==> config.mk <==
export PLATFORM = sky130hd
export DESIGN_NAME = fft_butterfly_scheduler
export DESIGN_NICKNAME = d
export VERILOG_FILES = /design/src/rtl/fft_butterfly_scheduler.sv
export SDC_FILE = /design/constraint.sdc
export NUM_CORES = 1
export LEC_CHECK = 0
export ABC_AREA = 1
export ABC_CLOCK_PERIOD_IN_PS = 3580
export BUFFER_PORTS_ARGS = -buffer_cell sky130_fd_sc_hd__buf_2
export CAP_MARGIN = 20
export CORE_MARGIN = 1
export CORE_UTILIZATION = 45
export CTS_CLUSTER_SIZE = 10
export DETAILED_ROUTE_END_ITERATION = 8
export SLEW_MARGIN = 25
export SYNTH_ARGS = -nofsm -noshare
export SYNTH_HDL_FRONTEND = slang
export SYNTH_SLANG_ARGS = --single-unit
==> constraint.sdc <==
create_clock -name clk -period 3.58 [get_ports clk]
set_input_delay 0 -clock clk [delete_from_list [all_inputs] [get_ports clk]]
set_output_delay 0 -clock clk [all_outputs]
set_load 0.05 [all_outputs]
==> src/rtl/fft_butterfly_scheduler.sv <==
// Radix-2 DIT FFT butterfly address/twiddle sequencer, one op per cycle.
// Define FFT_SCHED_STAGE_FLUSH_EN to drain BF_LATENCY cycles between stages.
module fft_butterfly_scheduler #(
  parameter int N_LOG2     = 5,
  parameter int BF_LATENCY = 2
) (
  input  logic              clk,
  input  logic              rst,
  input  logic              start,
  output logic              busy,
  output logic              done,
  output logic              op_valid,
  input  logic              op_ready,
  output logic [N_LOG2-1:0] op_addr_a,
  output logic [N_LOG2-1:0] op_addr_b,
  output logic [N_LOG2-2:0] op_tw_addr,
  output logic [3:0]        op_stage,
  output logic              op_last
);

  localparam int KW = N_LOG2 - 1;
  localparam logic [3:0]        SMAX = 4'(N_LOG2 - 1);
  localparam logic [KW-1:0]     KMAX = '1;
  localparam logic [N_LOG2-1:0] ONE  = 1;

  typedef enum logic [1:0] {IDLE, ISSUE, FLUSH, DONE} state_t;

  state_t         st, st_n;
  logic [3:0]     s, s_n;
  logic [KW-1:0]  k, k_n;

`ifdef FFT_SCHED_STAGE_FLUSH_EN
  logic [7:0] fc, fc_n;
  logic       fin, fin_n;
`else
  logic [7:0] unused_bf;
  assign unused_bf = 8'(BF_LATENCY);
`endif

  always_comb begin
    st_n = st;
    s_n  = s;
    k_n  = k;
`ifdef FFT_SCHED_STAGE_FLUSH_EN
    fc_n  = fc;
    fin_n = fin;
`endif
    unique case (st)
      IDLE: begin
        if (start) begin
          st_n = ISSUE;
          s_n  = '0;
          k_n  = '0;
        end
      end
      ISSUE: begin
        if (op_ready) begin
          if (k != KMAX) begin
            k_n = k + KW'(1);
          end else begin
            k_n = '0;
`ifdef FFT_SCHED_STAGE_FLUSH_EN
            st_n  = FLUSH;
            fc_n  = '0;
            fin_n = (s == SMAX);
            s_n   = (s == SMAX) ? 4'd0 : s + 4'd1;
`else
            if (s != SMAX) begin
              s_n = s + 4'd1;
            end else begin
              s_n  = '0;
              st_n = DONE;
            end
`endif
          end
        end
      end
      FLUSH: begin
`ifdef FFT_SCHED_STAGE_FLUSH_EN
        if (fc == 8'(BF_LATENCY - 1))
          st_n = fin ? DONE : ISSUE;
        else
          fc_n = fc + 8'd1;
`else
        st_n = IDLE;
`endif
      end
      DONE:    st_n = IDLE;
      default: st_n = IDLE;
    endcase
  end

  // Payload is precomputed from the next counters so outputs stay registered.
  logic [N_LOG2-1:0] kx, hx, jx, a_n, b_n;
  logic [KW-1:0]     tw_n;

  always_comb begin
    kx   = N_LOG2'(k_n);
    hx   = ONE << s_n;
    jx   = kx & (hx - ONE);
    a_n  = ((kx >> s_n) << (s_n + 4'd1)) | jx;
    b_n  = a_n + hx;
    tw_n = KW'(jx << (SMAX - s_n));
  end

  always_ff @(posedge clk) begin
    if (rst) begin
      st         <= IDLE;
      s          <= '0;
      k          <= '0;
      busy       <= 1'b0;
      done       <= 1'b0;
      op_valid   <= 1'b0;
      op_addr_a  <= '0;
      op_addr_b  <= '0;
      op_tw_addr <= '0;
      op_stage   <= '0;
      op_last    <= 1'b0;
    end else begin
      st         <= st_n;
      s          <= s_n;
      k          <= k_n;
      busy       <= (st_n == ISSUE) || (st_n == FLUSH);
      done       <= (st_n == DONE);
      op_valid   <= (st_n == ISSUE);
      op_addr_a  <= (st_n == ISSUE) ? a_n : '0;
      op_addr_b  <= (st_n == ISSUE) ? b_n : '0;
      op_tw_addr <= (st_n == ISSUE) ? tw_n : '0;
      op_stage   <= (st_n == ISSUE) ? s_n : '0;
      op_last    <= (st_n == ISSUE) && (s_n == SMAX) && (k_n == KMAX);
    end
  end

`ifdef FFT_SCHED_STAGE_FLUSH_EN
  always_ff @(posedge clk) begin
    if (rst) begin
      fc  <= '0;
      fin <= 1'b0;
    end else begin
      fc  <= fc_n;
      fin <= fin_n;
    end
  end
`endif

endmodule

### After elaboration in Yosys (flattened, before gate mapping)

Cells that the tools add are included.

| word-level totals | value |
|---|---|
| bits in registers | 32 |
| input bits | 4 |
| logic and storage cells | 54 |

| operators by class | value |
|---|---|
| add/sub/neg operators | 6 |
| equality and inequality tests | 10 |
| shift operators | 4 |
| multiplexer cells | 14 |
| bitwise gates (word level) | 3 |
| reductions and logical operators | 6 |

Operators with widths:

| cell | number |
|---|---|
| $mux 4 | 7 |
| $pmux 4 s2 | 2 |
| $add 4x1->4 const B | 3 |
| $eq 2x2->1 const B | 4 |
| $mux 2 | 4 |
| $pmux 2 s3 | 1 |
| $add 5x5->5 | 1 |
| $and 4x5->5 | 1 |
| $or 5x5->5 | 1 |
| $shl 1x4->5 const A | 1 |
| $shl 5x4->4 | 1 |
| $shl 5x4->5 | 1 |
| $shr 4x4->5 | 1 |
| $sub 5x1->5 const B | 1 |
| $eq 2x1->1 const B | 2 |
| $eq 4x3->1 const B | 1 |
| $eq 4x4->1 const B | 1 |
| $ne 4x3->1 const B | 1 |
| $ne 4x4->1 const B | 1 |
| $reduce_or 2->1 | 2 |
| $sub 3x4->4 const A | 1 |
| $logic_and 1x1->1 | 2 |
| $logic_not 2->1 | 1 |
| $logic_or 1x1->1 | 1 |
| $not 1->1 | 1 |

### Depth between registers and ports, before layout

Gate-level depths: netlist (run 1).

| depth | value |
|---|---|
| depth in word-level cells | 10 |
| gate-level depth with buffers | 25 |
| gate-level depth less buffers | 25 |

### Worst setup path before layout (run 1)

Ideal clock, no wire load.

| timing | value |
|---|---|
| kind | reg2reg |
| from | register k[0] |
| to | register op_addr_b[4] |
| setup time | 0.113 ns |
| arrival | 3.186 ns |
| data required time | 3.467 ns |
| slack | 0.281 ns |
| stages on the path, launching flop included | 23 |
| buffers on the path | 1 |
| period minus slack after synthesis | 3.299 ns |
| path through | dfxtp_1 ha_1 nand3_2 nor2_4 nand3_2 nand2_2 nand2_4 buf_6 ha_1 ha_1 nand2_4 ha_1 nor2_1 inv_1 nand2_2 inv_2 fa_1 o21ai_0 a21oi_1 xnor2_1 nand2_1 nand2_1 nor2_1 |

| on the way | value |
|---|---|
| longest elaborated chain between the ends | 9 |
| elaborated cells between the ends (all ways) | 23 |
| those cells by class | 4 x add/sub; 2 x eq/ne; 3 x shift; 10 x mux; 3 x bitwise; 1 x reduce/logical |

RTL lines:

| element | line | text |
|---|---|---|
| from (decl) | 30 | `logic [KW-1:0] k, k_n;` |
| from (signal assigned) | 122 | `k <= k_n;` |
| branches (longest 7 deep; another with $add 4x1->4) | n/a |  |
| $or 5x5->5 (*) | 101 | `a_n = ((kx >> s_n) << (s_n + 4'd1)) \| jx;` |
| named net a_n[1] | 94 | `logic [N_LOG2-1:0] kx, hx, jx, a_n, b_n;` |
| $add 5x5->5 (*) | 102 | `b_n = a_n + hx;` |
| to (signal assigned) | 127 | `op_addr_b <= (st_n == ISSUE) ? b_n : '0;` |
| to (decl) | 15 | `output logic [N_LOG2-1:0] op_addr_b,` |

Mark *: on every way through the listed nets, which the timed path passes.
A chain may end at the register's enable or synchronous reset.

### Worst setup path in the final report (run 1)

| timing | value |
|---|---|
| from | register k[0] |
| to | register op_addr_b[4] |

| on the way | value |
|---|---|
| longest elaborated chain between the ends | 9 |
| elaborated cells between the ends (all ways) | 23 |
| those cells by class | 4 x add/sub; 2 x eq/ne; 3 x shift; 10 x mux; 3 x bitwise; 1 x reduce/logical |

RTL lines:

| element | line | text |
|---|---|---|
| $ne 4x4->1 (*) | 58 | `if (k != KMAX) begin` |
| $mux 4 (*) | 58 |  |
| $mux 4 (*) | 57 | `if (op_ready) begin` |
| $pmux 4 s2 (*) | 48 | `unique case (st)` |
| named net s_n[1] | 29 | `logic [3:0] s, s_n;` |
| branches (longest 3 deep; another with $add 4x1->4) | n/a |  |
| $or 5x5->5 (*) | 101 |  |
| named net a_n[1] | 94 |  |
| $add 5x5->5 (*) | 102 |  |

Marks and branches as above.

==> impl_metrics.tcl, run 1 <==
set metrics [dict create \
    status "complete, but fails checks" \
    failed_checks "design-rule violations" \
    required_ns 3.76 \
    clockRootBuffer "clkbuf_8" \
    first_iter_violations 139 \
    power_leakage_nw 1.24 \
    finalSetupViolCount 0 \
    yosysMostFrequentCell "nand2_1" \
    swShare 0.267 \
    async_reset_ff_frac 0 \
    routed_via_density 4.95 \
    rows 24 \
    yosysWarnings 0 \
    slew_headroom 0.687 \
    clock_latency_ns 0.28 \
    fillers 428 \
    grt_start_max_net_pins 14 \
    grt_busiest_layer "met1" \
    grt_use_met1 0.302 \
    r2r_start "k[0]" \
    worstPathArrival_ns 3.56 \
    netlist.area_leader.share 0.303 \
    synth_flop_cell "dfxtp_1" \
    p_total_mw 0.734 \
    cts_made_buffers 5 \
    gp_congestion 0.909 \
    synth_fp_nets 319 \
    grt_antenna_before_repair 0 \
    cts_buffer_depth 2 \
    ys_ff_latch 32 \
    synth_cell_types 31 \
    crit_fanout 6 \
    timing.rr.end "op_addr_b[4]" \
    antenna_left 0 \
    clock_skew_ns 0.00300 \
    clkPwrFrac 0.388 \
    syn_avg_cell_area_um2 7.12 \
    fin_crit_sh 0.944 \
    nets 356 \
    p_seq_frac 0.500 \
    io_buffers 25 \
    final_util 0.562 \
    ir_drop_mv 0.139 \
    final_hold_viol_count 0 \
    drc 8 \
    core_area_mm2 0.00444 \
    met3_usage 0.0413 \
    worst-r2r-cell-count 22 \
    p_switching_mw 0.196 \
    area_delta_synth_final_pct 18.1 \
    worst_pin_slew_ns 0.468 \
    pwr-share-comb 0.111 \
    power_density_mw_per_mm2 294 \
    crit_path_start "k[0]" \
    drv_slew 0 \
    die_area_mm2 0.00498 \
    start_util 0.476 \
    synth_common_cells "nand2_1, nor2_1, inv_1" \
    grt_usage 0.206 \
    dp_slack_ns 0.0277 \
    layout-drive-gt1-share 0.310 \
    die_h_um 70.6 \
    fp.dieW_um 70.6 \
    clkSinkCount 32 \
    synthTopCellsByArea "dfxtp_1, nand2_1, ha_1" \
    first_pass_iters 6 \
    worst_setup_path_end_kind "flop" \
    fin_ws_ns 0.202 \
    cp-start-kind "flop" \
    synth.yosys.seq_area_share 0.303 \
    p_int_mw 0.538 \
    drv_cap 0 \
    cts_tree "yes" \
    overflow 0 \
    clkTransAtPathRegs_ns 0.07 \
    h-tree-depth 2 \
    hpwlAfterDp_um 3680 \
    synth_edf_count 0 \
    cp-endpoint "op_addr_b[4]" \
    grt_pass1_wl_um 7990 \
    grt_pass1_vias 1687 \
    syn-cell-area_mm2 0.00211 \
    antenna_cells 0 \
    synth_largest_area_cell "dfxtp_1" \
    dp.cells 376 \
    min_path_type "in2reg" \
    instances_no_fill 387 \
    fmax_mhz 296 \
    routedWlPerCell_um 12.6 \
    critical_path_class "reg2reg" \
    fin_crit_ns 3.38 \
    drt-total-wl_um 4880 \
    postSynthCellCount 297 \
    r2r_setup_slack_ns 0.20 \
    dr_total_vias 1915 \
    met2_usage 0.300 \
    io_pins 26 \
]
## kinds of logic after synthesis
kind of cell | share of synthesized area
flops | 0.303
fa+ha+maj | 0.110
compound gates | 0.0521
xor+xnor | 0.00414
buf+inv | 0.104
simple gates | 0.427
## worst min path at each step
stage	slack [ns]	cells past startpoint	startpoint	endpoint
after detailed placement	0.34	2	rst	busy
final	0.05	2	rst	busy
after floorplan	0.07	1	rst	k[0]
after global routing	0.07	2	rst	s[0]
after CTS	0.05	2	rst	busy
after global placement	0.33	2	rst	busy
## worst max-delay path, stage by stage, from the launching register on
cell and delay [ns]:
dfxtp_4 0.38, ha_4 0.15, nand2_2 0.06, nor2_2 0.12, nand3_2 0.12, nand3_2 0.10, nand2_4 0.10, inv_4 0.10
ha_2 0.21, ha_2 0.20, nand2_4 0.07, ha_1 0.30, nor2_2 0.13, inv_1 0.07, nand2_2 0.09, inv_2 0.05
fa_1 0.42, o21ai_0 0.17, a21oi_1 0.10, xnor2_1 0.17, nand2_1 0.07, nand2_1 0.05, nor2_1 0.04
## metrics by stage
stage | TNS [ns] | instance area [µm²] | hold slack, ns
6_report | 0 | 2500 | 0.0492
4_1_cts | 0 | 2410 | 0.0476
3_3_place_gp | 0 | 2320 | 0.332
2_1_floorplan | 0 | 2110 | 0.0691
5_1_grt | -0.0268 | 2500 | 0.0694
3_5_place_dp | 0 | 2320 | 0.342
## power by group through the flow
stage	sequential, mW	combinational [mW]	clock [mW]
3_5_place_dp	0.375	0.0790	0
5_1_grt	0.368	0.0903	0.309
3_3_place_gp	0.375	0.0794	0
2_1_floorplan	0.390	0.0438	0
4_1_cts	0.367	0.0793	0.292
6_report	0.367	0.0816	0.285
## metal layers
| layer | wire length (µm) | part of all wire |
|---|---|---|
| met1 | 2480 | 0.51 |
| met2 | 2070 | 0.42 |
| met3 | 269 | 0.055 |
| met4 | 57 | 0.012 |
| met5 | 0 | 0 |
## layout make-up
type	count	area [µm²]	share of cell area
clock inverter	2	10.0	0.00401
sequential	32	649	0.260
tap	52	65.1	0.0261
clock buffer	6	82.6	0.0331
multi-input combinational	217	1310	0.523
timing repair buffer	37	228	0.0912
inverter	41	156	0.0626
## cells in the final DEF, fill, tap and decap left out, types with 2 or more instances in the layout
cell	instances
ha_2	2
ha_4	2
inv_2	4
dfxtp_4	2
nand3_1	28
buf_4	11
nor2_2	11
nand3_2	12
ha_1	13
inv_1	35
clkinv_2	2
nand2_2	14
buf_2	25
nor2_4	3
o21ai_0	6
dfxtp_1	29
nand4_1	4
clkbuf_8	6
a21oi_1	10
nand2_1	56
nor2_1	40
nand2_4	4
## flip-flops by register name (all words and copies together), names as in the netlist
register and cells:
busy 1, done 1, k 4, op_addr_a 5
op_addr_b 5, op_last 1, op_stage 4, op_tw_addr 4
op_valid 1, s 4, st 2
## what timing repair did
item	in CTS	in global routing
setup endpoints to repair	0	2
hold buffers	0	0
setup buffers	0	3
resized for setup	0	16
Power figures use the tool's default switching activity.
==> run 2: changes to the inputs <==
--- a/config.mk
+++ b/config.mk
@@ -13,6 +13,8 @@
 export CORE_UTILIZATION = 45
 export CTS_CLUSTER_SIZE = 10
 export DETAILED_ROUTE_END_ITERATION = 8
+export GPL_TIMING_DRIVEN = 0
+export SETUP_SLACK_MARGIN = 0.4
 export SLEW_MARGIN = 25
 export SYNTH_ARGS = -nofsm -noshare
 export SYNTH_HDL_FRONTEND = slang
==> run 2 against run 1 <==
  * The run still ends with design-rule violations left
  * Sequential power is essentially flat
  * Die area unchanged
  * Clock skew is 0.0054 ns higher
  * Count of clock-buffer cells in the layout is the same
  * Register-to-register slack better by 0.20 ns
  * Total power is 1.5% higher
  * Worst hold slack better by 0.16 ns
  * Cell count is 8.3% higher
==> impl_metrics.tcl, run 2 (synthesized netlist as in run 1, its figures left out) <==
set metrics [dict create \
    slowest_stage "dfxtp_4" \
    area_delta_synth_final_pct 39.9 \
    p_seq_frac 0.490 \
    finalSetupViolCount 0 \
    p_int_mw 0.542 \
    antenna_left 0 \
    ir_drop_mv 0.177 \
    routed_via_density 5.08 \
    drt-total-wl_um 5510 \
    crit_path_start "k[1]" \
    final_hold_viol_count 0 \
    final_util 0.666 \
    start_util 0.476 \
    power_leakage_nw 1.42 \
    worstPathArrival_ns 3.40 \
    status "complete, but fails checks" \
    drc 10 \
    clkSinkCount 32 \
    worst_setup_path_end_kind "flop" \
    cts_tree "yes" \
    grt_pass1_vias 1886 \
    worst-r2r-cell-count 24 \
    power_density_mw_per_mm2 252 \
    nets 388 \
    fmax_mhz 315 \
    fin_setup_tns_ns 0 \
    grt_usage 0.228 \
    core_area_mm2 0.00444 \
    holdPathStages 4 \
    fin_crit_ns 3.18 \
    critPathMaxStageDelay_ns 0.37 \
    dr_total_vias 2128 \
    grt_antenna_before_repair 0 \
    clkPwrFrac 0.388 \
    grt_pass1_wl_um 8810 \
    clockRootBuffer "clkbuf_8" \
    cts_made_buffers 5 \
    antenna_cells 0 \
    first_pass_iters 6 \
    fin_crit_sh 0.887 \
    worst_pin_slew_ns 0.506 \
    swShare 0.273 \
    cp-endpoint "op_addr_b[4]" \
    path_cells "ha_4 -> nand2_4 -> nor2_4 -> nand3_4 -> nand2_2 -> nand2_2 -> nand2_4 -> inv_4 -> buf_6 -> ha_4 -> ha_4 -> nand3_4 -> inv_2 -> nand3_2 -> nand2_2 -> ha_4 -> inv_2 -> fa_2 -> o21ai_2 -> a21oi_2 -> xnor2_2 -> nand2_1 -> nand2_1 -> nor2_1" \
    io_buffers 25 \
    regArea_um2 652 \
    timing.rr.end "op_addr_b[4]" \
    clock_skew_ns 0.00838 \
    clock_latency_ns 0.29 \
    min_path_type "in2reg" \
    pwr-share-comb 0.122 \
    p_switching_mw 0.203 \
    layout-drive-gt1-share 0.436 \
    rows 24 \
    slew_headroom 0.661 \
    failed_checks "design-rule violations" \
    layout_commonest_cell "nand2_1" \
    drv_slew 0 \
    r2r_start "k[1]" \
    drv_cap 0 \
    rsz0062_at_grt "yes" \
    die_h_um 70.6 \
    final_cell_mix "nand2_1, nor2_1, buf_4, inv_1, dfxtp_1" \
    die_area_mm2 0.00498 \
    critPathMostFrequentCell "ha_4" \
    overflow 0 \
    crit_fanout 4 \
    fillers 395 \
    critical_path_class "reg2reg" \
    clkTransAtPathRegs_ns 0.07 \
    r2r_setup_slack_ns 0.40 \
    largest_registers "op_addr_a: 5 flops, op_addr_b: 5 flops" \
    cp-start-kind "flop" \
    first_iter_violations 154 \
    grt_start_max_net_pins 11 \
    multi_input_area_mm2 0.00149 \
    routedWlPerCell_um 13.2 \
    gp_congestion 0.869 \
    hpwlAfterDp_um 3620 \
    h-tree-depth 2 \
    fp.dieW_um 70.6 \
    cts_buffer_depth 2 \
    required_ns 3.80 \
    io_pins 26 \
]
run 2: changes by cell type in the layout (fill, tap and decap cells not counted), sizes merged:
| cell | delta |
|---|---|
| buf | +29 |
| clkbuf | +2 |
| clkinvlp | +1 |
| dlygate4sd3 | +1 |
| inv | -1 |
run 2: critical path, delay by kind of cell (launching register included):
kind / cells / cell delay, ns
AOI/OAI and AO/OA: 2 / 0.24
xor gates and xnor gates: 1 / 0.14
adders and majority gates: 5 / 1.07
buffers and inverters: 4 / 0.26
DFF: 1 / 0.37
and+or+nand+nor: 12 / 1.01
run 2: worst min-delay path by stage:
stage / startpoint / end
CTS: op_ready / k[0]
detailed placement: rst / k[0]
floorplan: rst / k[0]
finish: op_ready / k[0]
global placement: rst / k[0]
global route: op_ready / k[2]
run 2: through the flow:
step / area [µm²] / power, mW / worst slack [ns] / instances / hold slack (ns)
2_1_floorplan: 2140 / 0.435 / 0.414 / 297 / 0.0617
3_3_place_gp: 2330 / 0.455 / 0.0177 / 374 / 0.197
3_5_place_dp: 2330 / 0.455 / 0.00598 / 374 / 0.207
4_1_cts: 2780 / 0.743 / 0.355 / 410 / 0.208
5_1_grt: 2960 / 0.774 / 0.175 / 419 / 0.241
6_report: 2960 / 0.745 / 0.404 / 419 / 0.212
run 2: per-layer routing:
layer,vias up,share of wire,routed length (µm),track usage
met5,-,0,0,0
met4,0,0.013,73,0.0667
met3,13,0.054,295,0.0427
met2,62,0.45,2500,0.366
met1,979,0.48,2650,0.313
li1,1074,-,-,-
run 2: final cells by class:
class / count / share of cell area
multi-input combinational: 217 / 0.504
tap: 52 / 0.0220
sequential: 32 / 0.220
clock buffer: 6 / 0.0279
clock inverter: 2 / 0.00338
inverter: 41 / 0.0562
buffer: 7 / 0.0241
timing repair buffer: 62 / 0.142
run 2: power by group through the flow:
stage	Combinational [mW]	Clock, mW	Sequential, mW
after floorplan	0.0442	0	0.391
after global placement	0.0801	0	0.374
after detailed placement	0.0809	0	0.375
after CTS	0.0853	0.293	0.365
after global routing	0.0999	0.309	0.365
final	0.0909	0.289	0.365
run 2: repair_timing:
action / 4_1_cts / 5_1_grt
resized for setup: 36 / 23
gates cloned: 0 / 0
setup buffers: 27 / 9
endpoints found under the hold margin: 2 / 0
hold buffers: 1 / 0
pin swaps: 21 / 23
setup endpoints to repair: 3 / 3
